### src/rtl/if_stage.sv
// ============================================================================
//  Module      : if_stage
//  Description : Instruction fetch stage (PC, ROM drive, redirect/flush
//                handling) and the IF/ID pipeline register feeding decode.
//  Revision    : 1.0  initial release
// ============================================================================
`default_nettype none

module if_stage #(
    parameter logic [31:0] RESET_PC = 32'h0000_0000,
    parameter int unsigned PC_STEP  = 4
) (
    input  logic        clk,
    input  logic        rst,
    input  logic [5:0]  stall,
    input  logic        flush,
    input  logic [31:0] new_pc_i,
    input  logic        branch_flag_i,
    input  logic [31:0] branch_target_i,
    input  logic [31:0] rom_data_i,
    output logic        rom_ce_o,
    output logic [31:0] rom_addr_o,
    output logic [31:0] id_pc_o,
    output logic [31:0] id_inst_o
);

    localparam logic [31:0] c_pc_step = 32'(PC_STEP);

    typedef enum logic [0:0] {
        S_IDLE  = 1'b0,
        S_FETCH = 1'b1
    } state_t;

    state_t      r_state;
    state_t      w_state_nxt;
    logic [31:0] r_pc;
    logic [31:0] w_pc_nxt;
    logic        r_pend;
    logic        w_pend_nxt;
    logic [31:0] r_pend_tgt;
    logic [31:0] w_pend_tgt_nxt;
    logic [31:0] r_id_pc;
    logic [31:0] r_id_inst;

    // Upper stall bits belong to later stages.
    logic w_unused_stall;
    assign w_unused_stall = ^stall[5:3];

    always_ff @(posedge clk) begin
        if (rst) begin
            r_state <= S_IDLE;
        end else begin
            r_state <= w_state_nxt;
        end
    end

    always_comb begin
        w_state_nxt = r_state;
        case (r_state)
            S_IDLE:  w_state_nxt = S_FETCH;
            S_FETCH: w_state_nxt = S_FETCH;
            default: w_state_nxt = S_IDLE;
        endcase
    end

    // Next-PC selection; a redirect seen while the PC is held is parked in
    // r_pend_tgt and applied on the first unstalled edge unless superseded.
    always_comb begin
        w_pc_nxt       = r_pc;
        w_pend_nxt     = r_pend;
        w_pend_tgt_nxt = r_pend_tgt;
        if (r_state == S_FETCH) begin
            if (flush) begin
                w_pc_nxt   = new_pc_i;
                w_pend_nxt = 1'b0;
            end else if (stall[0]) begin
                if (branch_flag_i) begin
                    w_pend_tgt_nxt = branch_target_i;
                    w_pend_nxt     = 1'b1;
                end
            end else if (branch_flag_i) begin
                w_pc_nxt   = branch_target_i;
                w_pend_nxt = 1'b0;
            end else if (r_pend) begin
                w_pc_nxt   = r_pend_tgt;
                w_pend_nxt = 1'b0;
            end else begin
                w_pc_nxt = r_pc + c_pc_step;
            end
        end else begin
            w_pend_nxt = 1'b0;
        end
    end

    always_ff @(posedge clk) begin
        if (rst) begin
            r_pc       <= RESET_PC;
            r_pend     <= 1'b0;
            r_pend_tgt <= 32'h0;
        end else begin
            r_pc       <= w_pc_nxt;
            r_pend     <= w_pend_nxt;
            r_pend_tgt <= w_pend_tgt_nxt;
        end
    end

    // IF/ID register: a held fetch with decode running gets a NOP bubble.
    always_ff @(posedge clk) begin
        if (rst || flush) begin
            r_id_pc   <= 32'h0;
            r_id_inst <= 32'h0;
        end else if (stall[1]) begin
            if (!stall[2]) begin
                r_id_pc   <= 32'h0;
                r_id_inst <= 32'h0;
            end
        end else begin
            r_id_pc   <= r_pc;
            r_id_inst <= (r_state == S_FETCH) ? rom_data_i : 32'h0;
        end
    end

    assign rom_ce_o   = (r_state == S_FETCH);
    assign rom_addr_o = r_pc;
    assign id_pc_o    = r_id_pc;
    assign id_inst_o  = r_id_inst;

endmodule

`default_nettype wire

### config.mk
export PLATFORM = sky130hd
export DESIGN_NAME = if_stage
export DESIGN_NICKNAME = d
export VERILOG_FILES = /design/src/rtl/if_stage.sv
export SDC_FILE = /design/constraint.sdc
export NUM_CORES = 1
export LEC_CHECK = 0
export ABC_AREA = 1
export CELL_PAD_IN_SITES_DETAIL_PLACEMENT = 0
export CELL_PAD_IN_SITES_GLOBAL_PLACEMENT = 1
export CORE_ASPECT_RATIO = 2
export CORE_MARGIN = 2
export CORE_UTILIZATION = 34
export DETAILED_ROUTE_END_ITERATION = 6
export PLACE_DENSITY = 0.87
export SYNTH_ARGS = -nofsm -noshare
export SYNTH_HDL_FRONTEND = slang
export SYNTH_SLANG_ARGS = --single-unit
### constraint.sdc
create_clock -name clk -period 3.4 [get_ports clk]
set_input_delay 1.02 -clock clk [delete_from_list [all_inputs] [get_ports clk]]
set_output_delay 1.02 -clock clk [all_outputs]
set_load 0.01 [all_outputs]
==> flow_summary.json <==
{
  "r2r_setup_slack_ns": 1.67,
  "setup-tns-final_ns": 0,
  "io_buffers": 199,
  "die_x_um": 97.66,
  "hold_viol": 0,
  "p_int_mw": 3.234,
  "p_clk_share_pct": 49.3,
  "syn-num-nets": 956,
  "synth_top_area_share_pct": 43.63,
  "fin_crit_sh_pct": 77.74,
  "tightest_slew_ns": 0.6254,
  "clock_latency_ns": 0.42,
  "grt_overflow_total": 0,
  "yosys_warnings": 0,
  "antenna_found_initial": 0,
  "cp-start-kind": "input pin",
  "cts_resized": 0,
  "yosys.area.top_type": "dfxtp_1",
  "final_common_cell": "nand2_1",
  "num_io_pins": 203,
  "grt_usage_pct": 21.18,
  "timing.hold.ws_ns": 0.4573,
  "diodes": 0,
  "layout_common_cells": "nand2_1, clkdlybuf4s50_1, a21oi_1, dfxtp_1, o21ai_0",
  "fillers": 1718,
  "dp_hpwl_um": 14590,
  "grt_max_degree": 66,
  "p_leak_nw": 3.087,
  "switchingPower_mw": 1.009,
  "status": "finished, final reports clean",
  "dieArea_um2": 18680,
  "swShare_pct": 23.78,
  "cp.arrival_ns": 2.93,
  "fin_ws_ns": 0.7567,
  "ys_ff_latch": 130,
  "grt_pass1_wl_um": 31400,
  "synth_area_leaders": "dfxtp_1, nand2_1, a21oi_1",
  "clock-root-buffer": "clkbuf_16",
  "clk_pin_slew_ns": 0.06,
  "firstDrtPassIters": 5,
  "pre_cts_ws_ns": 0.3714,
  "skew_ns": 0.01165,
  "rows": 68,
  "synth_cell_type_count": 33,
  "slew_headroom_pct": 58.25,
  "crit_path_end_kind": "register",
  "drive_gt1_share_pct": 9.265,
  "avgSynthCellArea_um2": 7.025,
  "start_util_pct": 34.70,
  "gp_congestion": 0.8860,
  "syn_area_um2": 5964,
  "rsz0062_at_grt": "false",
  "synthCells": 849,
  "r2r_cells": 8,
  "p_seq_share_pct": 38.8,
  "numCtsBuffers": 17,
  "first_global_vias": 6051,
  "cts_tree": "done",
  "hp-class": "register to register",
  "vias_per_cell": 5.033,
  "combPwrFrac_pct": 11.9,
  "final_util_pct": 51.38,
  "finalNetCount": 1141,
  "ctsHoldBuffers": 0,
  "core_um2": 17190,
  "routedWlPerCell_um": 15.75,
  "cp_data_required_time_ns": 3.69,
  "finalSetupViolations": 0,
  "cellPowerDensity_nw_per_um2": 480.4,
  "hold_depth": 2,
  "drc_errors": 0,
  "drt_iter0_drc": 362,
  "route.antenna.remaining_nets": 0,
  "finalCriticalPeriod_ns": 2.643,
  "vias": 6326,
  "max_freq_mhz": 378.3,
  "drv_slew": 0,
  "die_y_um": 191.3,
  "cp_max_fo": 22,
  "htreeDepth": 4,
  "clockBufferDepth": 2,
  "area_growth_pct": 48.06,
  "peakVddDrop_mv": 0.3211,
  "critPathKind": "input pin to register",
  "drt_wl_total_um": 19800,
  "cts.sinks": 130,
  "power_mw": 4.243,
  "maxCapViolCount": 0,
  "seq_area_frac_synth_pct": 43.63,
  "postCtsSetupRepairBufs": 0
}
==> cell usage after synthesis <==
library cell and instances:
a211oi_1 1, a21oi_1 135, a221oi_1 24, a22o_1 2, a22oi_1 1, a31oi_1 4
a41oi_1 5, buf_1 8, buf_2 8, buf_4 6, clkbuf_1 28, dfxtp_1 130
ha_1 1, inv_1 31, inv_2 11, nand2_1 301, nand2_2 7, nand3_1 34
nand3_2 1, nand4_1 5, nor2_1 25, nor2_2 5, nor2_4 8, nor3_1 2
nor3_2 2, nor3b_1 1, o2111ai_1 1, o211ai_1 2, o21ai_0 41, o21ai_1 2
o21bai_1 1, or2_1 3, or2_2 13
==> metrics by stage <==
stage / instances / cell area (um^2)
2_1_floorplan: 849 / 5964
3_3_place_gp: 1225 / 8157
3_5_place_dp: 1225 / 8157
4_1_cts: 1257 / 8831
6_report: 1257 / 8831
5_1_grt: 1257 / 8831
==> final cells by class <==
class	count	area, um^2	share of cell area [%]
clock buffer	19	442.9	5.016
clock inverter	13	231.5	2.621
inverter	42	157.7	1.785
multi-input combinational	627	2989	33.85
sequential	130	2603	29.47
tap	210	262.8	2.975
timing repair buffer	216	2145	24.28
==> cells by family (layout without fill, tap and decap cells) <==
logic type,count (synthesis),after routing,share of synthesized area (%)
buf+inv,92,290,6.335
compound gates,219,219,20.68
flops,130,130,43.63
simple gates,407,407,29.14
fa+ha+maj,1,1,0.2097
==> worst max-delay path: stages <==
cell and delay, ns:
clkdlybuf4s50_1 0.64, inv_2 0.11, nand2_1 0.07, nand2_1 0.07, inv_2 0.32, nand2_1 0.09, a221oi_1 0.47, a21oi_1 0.13
==> power groups by stage <==
stage               Sequential [mW]  Clock [mW]  Combinational (mW)
floorplan                      1.68           0               0.202
CTS                            1.65        2.13               0.508
global placement               1.68           0               0.504
finish                         1.65        2.09               0.504
detailed placement             1.68           0               0.506
global route                   1.65        2.20               0.550
==> layer usage <==
metal | up-vias | track usage [%] | share of wire (%)
met2 | 240 | 39.02 | 54
met1 | 2847 | 23.27 | 38
met3 | 38 | 3.949 | 5.1
li1 | 3201 | - | -
met4 | 0 | 9.615 | 3.4
met5 | - | 0 | 0
==> registers in the layout, indices dropped and copies added, names as in the netlist <==
register / cells
rom_ce_o: 1
r_pend: 1
id_inst_o: 32
rom_addr_o: 32
r_pend_tgt: 32
id_pc_o: 32
==> worst paths after layout <==
| kind | start | endpoint |
|---|---|---|
| max | flush | rom_addr_o[31]$_SDFFE_PP0P_ |
| min | id_pc_o[6]$_SDFFE_PP0P_ | id_pc_o[6]$_SDFFE_PP0P_ |
| max reg2reg | rom_addr_o[3]$_SDFFE_PP0P_ | rom_addr_o[28]$_SDFFE_PP0P_ |
| min reg2reg | id_pc_o[6]$_SDFFE_PP0P_ | id_pc_o[6]$_SDFFE_PP0P_ |
(Power assumes the default switching activity.)
